==> src/rtl/alu_mc_param.sv <==
// rtl/alu_mc_param.sv - parametrised multi-cycle ALU (ADD/SUB/MUL/DIV), divider built when ALU_MC_DIV_EN is defined
module alu_mc_param #(
    parameter int W = 8
) (
    input  logic             clk,
    input  logic             reset,
    input  logic             start,
    input  logic [1:0]       op_sel,
    input  logic [W-1:0]     a,
    input  logic [W-1:0]     b,
    output logic             busy,
    output logic             done,
    output logic [2*W-1:0]   result,
    output logic             carry,
    output logic             zero,
    output logic             dbz
);

    localparam int CW = $clog2(W);

    typedef enum logic [2:0] {
        IDLE    = 3'd0,
        ADDSUB  = 3'd1,
        MUL_IT  = 3'd2,
`ifdef ALU_MC_DIV_EN
        DIV_IT  = 3'd3,
        DIV_FIX = 3'd4,
`endif
        DONE    = 3'd5
    } state_t;

    state_t           state_q, state_d;
    logic [CW-1:0]    cnt_q, cnt_d;
    logic [W-1:0]     a_q, a_d;
    logic [W-1:0]     b_q, b_d;
    logic             sub_q, sub_d;
    logic [2*W-1:0]   prod_q, prod_d;
    logic [2*W-1:0]   result_q, result_d;
    logic             carry_q, carry_d;
    logic             zero_q, zero_d;
    logic             dbz_q, dbz_d;
`ifdef ALU_MC_DIV_EN
    logic [W:0]       rem_q, rem_d;
    logic [W-1:0]     quo_q, quo_d;
    logic [W:0]       rem_sh;
    logic [W:0]       rem_nxt;
    logic [W-1:0]     rem_fix;
`endif

    logic [W:0]       sum;
    logic [W:0]       diff;
    logic [W:0]       mul_hi;
    logic             fin;
    logic [2*W-1:0]   fin_res;
    logic             fin_carry;
    logic             fin_dbz;

    // Status outputs are decoded straight from the state register
    assign busy   = (state_q != IDLE) && (state_q != DONE);
    assign done   = (state_q == DONE);
    assign result = result_q;
    assign carry  = carry_q;
    assign zero   = zero_q;
    assign dbz    = dbz_q;

    // Next-state, datapath step and result capture on entry to DONE
    always_comb begin
        state_d   = state_q;
        cnt_d     = cnt_q;
        a_d       = a_q;
        b_d       = b_q;
        sub_d     = sub_q;
        prod_d    = prod_q;
        result_d  = result_q;
        carry_d   = carry_q;
        zero_d    = zero_q;
        dbz_d     = dbz_q;
        fin       = 1'b0;
        fin_res   = '0;
        fin_carry = 1'b0;
        fin_dbz   = 1'b0;

        sum    = {1'b0, a_q} + {1'b0, b_q};
        diff   = {1'b0, a_q} - {1'b0, b_q};
        // Add the multiplicand into the upper half only when the current multiplier bit is set
        mul_hi = prod_q[0] ? ({1'b0, prod_q[2*W-1:W]} + {1'b0, a_q})
                           : {1'b0, prod_q[2*W-1:W]};
`ifdef ALU_MC_DIV_EN
        rem_d   = rem_q;
        quo_d   = quo_q;
        rem_sh  = {rem_q[W-1:0], quo_q[W-1]};
        // Sign of the partial remainder picks subtract (non-negative) or add back (negative)
        rem_nxt = rem_q[W] ? (rem_sh + {1'b0, b_q}) : (rem_sh - {1'b0, b_q});
        rem_fix = rem_q[W] ? (rem_q[W-1:0] + b_q) : rem_q[W-1:0];
`endif

        case (state_q)
            IDLE: begin
                if (start) begin
                    a_d   = a;
                    b_d   = b;
                    sub_d = op_sel[0];
                    cnt_d = CW'(W - 1);
                    case (op_sel)
                        2'b00, 2'b01: state_d = ADDSUB;
                        2'b10: begin
                            prod_d  = {{W{1'b0}}, b};
                            state_d = MUL_IT;
                        end
                        default: begin
`ifdef ALU_MC_DIV_EN
                            if (b != '0) begin
                                rem_d   = '0;
                                quo_d   = a;
                                state_d = DIV_IT;
                            end else begin
                                fin     = 1'b1;
                                fin_res = {a, {W{1'b1}}};
                                fin_dbz = 1'b1;
                                state_d = DONE;
                            end
`else
                            fin     = 1'b1;
                            fin_res = '0;
                            fin_dbz = 1'b1;
                            state_d = DONE;
`endif
                        end
                    endcase
                end
            end
            ADDSUB: begin
                fin       = 1'b1;
                fin_res   = sub_q ? {{W{1'b0}}, diff[W-1:0]} : {{(W-1){1'b0}}, sum};
                fin_carry = sub_q ? diff[W] : sum[W];
                state_d   = DONE;
            end
            MUL_IT: begin
                prod_d = {mul_hi, prod_q[W-1:1]};
                if (cnt_q == '0) begin
                    fin     = 1'b1;
                    fin_res = prod_d;
                    state_d = DONE;
                end else begin
                    cnt_d = cnt_q - 1'b1;
                end
            end
`ifdef ALU_MC_DIV_EN
            DIV_IT: begin
                rem_d = rem_nxt;
                quo_d = {quo_q[W-2:0], ~rem_nxt[W]};
                if (cnt_q == '0) begin
                    state_d = DIV_FIX;
                end else begin
                    cnt_d = cnt_q - 1'b1;
                end
            end
            DIV_FIX: begin
                fin     = 1'b1;
                fin_res = {rem_fix, quo_q};
                state_d = DONE;
            end
`endif
            DONE:    state_d = IDLE;
            default: state_d = IDLE;
        endcase

        if (fin) begin
            result_d = fin_res;
            carry_d  = fin_carry;
            dbz_d    = fin_dbz;
            zero_d   = (fin_res == '0);
        end
    end

    // State and datapath registers with asynchronous clear
    always_ff @(posedge clk or posedge reset) begin
        if (reset) begin
            state_q  <= IDLE;
            cnt_q    <= '0;
            a_q      <= '0;
            b_q      <= '0;
            sub_q    <= 1'b0;
            prod_q   <= '0;
            result_q <= '0;
            carry_q  <= 1'b0;
            zero_q   <= 1'b0;
            dbz_q    <= 1'b0;
`ifdef ALU_MC_DIV_EN
            rem_q    <= '0;
            quo_q    <= '0;
`endif
        end else begin
            state_q  <= state_d;
            cnt_q    <= cnt_d;
            a_q      <= a_d;
            b_q      <= b_d;
            sub_q    <= sub_d;
            prod_q   <= prod_d;
            result_q <= result_d;
            carry_q  <= carry_d;
            zero_q   <= zero_d;
            dbz_q    <= dbz_d;
`ifdef ALU_MC_DIV_EN
            rem_q    <= rem_d;
            quo_q    <= quo_d;
`endif
        end
    end

endmodule

==> config.mk <==
export PLATFORM = sky130hd
export DESIGN_NAME = alu_mc_param
export DESIGN_NICKNAME = d
export VERILOG_FILES = /design/src/rtl/alu_mc_param.sv
export SDC_FILE = /design/constraint.sdc
export NUM_CORES = 1
export LEC_CHECK = 0
export ABC_AREA = 1
export BUFFER_PORTS_ARGS = -buffer_cell sky130_fd_sc_hd__clkbuf_2
export CAP_MARGIN = 25
export CORE_UTILIZATION = 60
export DETAILED_ROUTE_END_ITERATION = 10
export GPL_TIMING_DRIVEN = 0
export HOLD_SLACK_MARGIN = 0.1
export PLACE_DENSITY = 0.79
export SLEW_MARGIN = 20
export SYNTH_ARGS = -nofsm -noshare
export SYNTH_HDL_FRONTEND = slang
export SYNTH_SLANG_ARGS = --single-unit
==> constraint.sdc <==
create_clock -name clk -period 4.2 [get_ports clk]
set_input_delay 0.21 -clock clk [delete_from_list [all_inputs] [get_ports clk]]
set_output_delay 0.21 -clock clk [all_outputs]
set_load 0.01 [all_outputs]
==> impl_metrics.ini <==
[status]
status = complete, no violations

[place]
gp_routability_congestion = 0.950
post_detailed_placement_half_perimeter_wirelength_um = 7200
place_area_um2 = 4120
io_buffers = 41

[synthesis]
synth-seq-cells = 58
postSynthCellCount = 530
synth.yosys.seq_area_share_pct = 38.0
yosysWarnings = 0
post_synthesis_async_set_or_reset_flop_share_pct = 100
netlist.area_leader.share_pct = 38.0
synthesis.nets = 582
synth_cell_type_count = 30
number_of_enable_type_register_cells_in_the_synthesized_netlist = 0
syn_avg_cell_area_um2 = 7.20
yosys.cell_count.top_type = sky130_fd_sc_hd__nand2_1
synth_top_cells_by_count = sky130_fd_sc_hd__nand2_1, sky130_fd_sc_hd__inv_1, sky130_fd_sc_hd__nand3_1
ys_top_cells_by_area = sky130_fd_sc_hd__dfrtp_1, sky130_fd_sc_hd__nand2_1, sky130_fd_sc_hd__ha_1
post-synth-top-area-cell = sky130_fd_sc_hd__dfrtp_1
yosys_most_used_dff = sky130_fd_sc_hd__dfrtp_1
syn_area_um2 = 3810

[worst_setup_path]
reg2regPathDepth = 15
worst_r2r_end = zero
timing_worst_setup_path_type = reg -> reg
cp-end-kind = flip-flop
worst_setup_path_endpoint = zero
crit_path_max_incr_delay_ns = 0.48
worstSetupStartpoint = a_q[1]
crit_path_arrival_time_ns = 2.59
crit_path_cell_trace = inv_1 > fa_1 > inv_1 > nand3_1 > nand2_1 > nand2_1 > nand2_1 > nand2_1 > nand2_1 > nand2_1 > nand3_1 > nand2_1 > nor2_1 > nand3_1 > nand2_1
cp_slowest_cell = sky130_fd_sc_hd__dfrtp_1
timing.rr.start = a_q[1]
crit_top_cell = sky130_fd_sc_hd__nand2_1
r2r_slack_ns = 1.90
setup.worst_path.start_class = flip-flop
worst-endpoint-required_ns = 4.48
crit_path_max_fanout = 4

[finish]
area_taken_by_multi_input_logic_gates_um2 = 1970
drive_gt1_share_pct = 14.6
fin_area_um2 = 4440
seqCellArea_um2 = 1450
design.final.nets = 643
layout-area-overhead-vs-synth_pct = 16.5
antennaDiodeCount = 0
fillerInstances = 476

[timing]
finalHoldViolCount = 0
maxSlewHeadroom_pct = 51.0
tightest_slew_ns = 0.734
finalSetupViolations = 0
timing.fmax_mhz = 434
final_max_slew_viol_count = 0
finalSetupTns_ns = 0
period_minus_slack_ns = 2.30
timing.final.crit_share_pct = 54.9
rsz0062_at_grt = false
final_skew_ns = 0.0108

[power]
worst_ir_drop_vdd_mv = 0.450
internal_power_mw = 1.86
power.switching_mw = 1.70
switching_share_pct = 47.7
power.sequential.fraction_pct = 27.5
p_leak_nw = 2.55
post-layout-total-power_mw = 3.56
cellPowerDensity_nw_per_um2 = 801
power.share.clock_pct = 17.4
pwr-share-comb_pct = 55.1

[clock_tree]
cts-root-to-sink-buffers = 2
clk_latency_ns = 0.34
number_of_buffers_created_by_cts = 9
cts_root_buf = sky130_fd_sc_hd__clkbuf_8
clock_tree.htree_level_count = 3
cts_tree = yes
tritoncts_num_sinks = 58
clk_pin_slew_worst_paths_ns = 0.07
resize_count_post_cts = 0

[worst_hold_path]
min_path_type = in -> reg

[drt]
drt-pass1-iter-count = 5
routedWlPerCell_um = 14.4
drt_first_iter_violations = 270
routed_wirelength_um = 9700
route.antenna.remaining_nets = 0
drc_violations = 0
route.vias.total = 3664
number_of_vias_per_cell_after_detailed_routing = 5.46

[floorplan]
pin_count = 42
fp.dieW_um = 81.7
die_height_um = 81.7
fp-row-count = 28
initial_core_util_pct = 63.3
dieArea_um2 = 6680
fp.coreArea_um2 = 6030

[job]
max-cap-violations = 0

[global_routing]
grt_pass1_vias = 3417
grt-ovfl-total = 0
grt_max_degree = 59
grt_first_pass_wirelength_um = 15900
antenna_found_initial = 0
global_route.usage.total_pct = 32.1
==> worst max-delay path, delay by kind of cell (launching register included) <==
kind,cells,cell delay [ns]
and+or+nand+nor,12,0.99
DFF,1,0.48
adders and majority gates,1,0.48
buffers and inverters,2,0.30
==> layer usage <==
metal	track usage, %	share of wire [%]
met4	18.4	4.7
met3	4.56	6.6
met5	0	0
met2	50.6	45
met1	42.2	43
==> power groups by stage <==
stage / registers [mW] / clock network [mW] / logic [mW]
floorplan: 0.952 / 0 / 1.43
global placement: 0.971 / 0 / 1.85
detailed placement: 0.983 / 0 / 1.91
CTS: 0.973 / 0.619 / 1.94
global route: 1.00 / 0.641 / 2.25
finish: 0.977 / 0.620 / 1.96
==> metrics by stage <==
stage / worst slack, ns / std cells / hold WS [ns] / util [%]
CTS: 1.93 / 671 / 0.114 / 73.8
global placement: 1.84 / 646 / 0.404 / 68.3
global route: 1.74 / 671 / 0.155 / 73.8
finish: 1.90 / 671 / 0.112 / 73.8
detailed placement: 1.95 / 646 / 0.384 / 68.3
floorplan: 2.32 / 530 / 0.320 / -
==> worst min-delay path by stage <==
| stage | endpoint | slack, ns | startpoint | cells past startpoint |
|---|---|---|---|---|
| 3_5_place_dp | state_q[2] | 0.38 | reset | 2 |
| 3_3_place_gp | a_q[3] | 0.40 | a[3] | 3 |
| 2_1_floorplan | a_q[2] | 0.32 | a[2] | 2 |
| 4_1_cts | b_q[0] | 0.11 | b[0] | 3 |
| 6_report | b_q[0] | 0.11 | b[0] | 3 |
| 5_1_grt | prod_q[7] | 0.16 | b[7] | 3 |
==> cell usage in the layout (no fill, tap or decap), types with 2 or more instances in the layout <==
cell / n
sky130_fd_sc_hd__buf_6: 3
sky130_fd_sc_hd__inv_4: 2
sky130_fd_sc_hd__nor2_1: 31
sky130_fd_sc_hd__clkbuf_2: 43
sky130_fd_sc_hd__o21ai_0: 27
sky130_fd_sc_hd__fa_1: 3
sky130_fd_sc_hd__buf_2: 6
sky130_fd_sc_hd__nor2_2: 3
sky130_fd_sc_hd__ha_1: 28
sky130_fd_sc_hd__inv_1: 72
sky130_fd_sc_hd__buf_4: 3
sky130_fd_sc_hd__a21oi_1: 14
sky130_fd_sc_hd__nand3_1: 62
sky130_fd_sc_hd__inv_2: 3
sky130_fd_sc_hd__dlygate4sd3_1: 9
sky130_fd_sc_hd__nand2_4: 2
sky130_fd_sc_hd__o21ai_1: 3
sky130_fd_sc_hd__a31oi_1: 3
sky130_fd_sc_hd__nor2_4: 4
sky130_fd_sc_hd__nand4_1: 3
sky130_fd_sc_hd__dfrtp_1: 58
sky130_fd_sc_hd__o311ai_1: 3
sky130_fd_sc_hd__nand2_1: 183
sky130_fd_sc_hd__clkbuf_8: 12
sky130_fd_sc_hd__nand2_2: 2
sky130_fd_sc_hd__o211ai_1: 4
sky130_fd_sc_hd__bufinv_16: 2
==> kinds of logic (layout without fill, tap and decap cells) <==
family          count (synthesis)  in the layout  share of synthesized area, %
compound gates                 56             56                          8.20
buf+inv                        93            159                          10.4
simple gates                  292            292                          32.6
fa+ha+maj                      31             31                          10.8
flops                          58             58                          38.0
==> state kept, by name, indices dropped and copies added (netlist names), 3 cells and up <==
signal / cells
cnt_q: 3
b_q: 8
prod_q: 16
state_q: 3
a_q: 8
result: 16
==> what timing repair did <==
item,in CTS,in global routing
hold endpoints to repair,66,0
setup buffers,0,0
endpoints found under the setup margin,0,0
hold buffers,9,0
==> layout make-up <==
cell class,count,share of cell area (%)
multi-input combinational,379,44.3
tap,75,2.11
inverter,78,6.70
clock buffer,12,3.72
timing repair buffer,50,6.64
clock inverter,4,1.63
buffer,15,2.25
sequential,58,32.7
No activity file was read; power rests on OpenSTA's default activity.
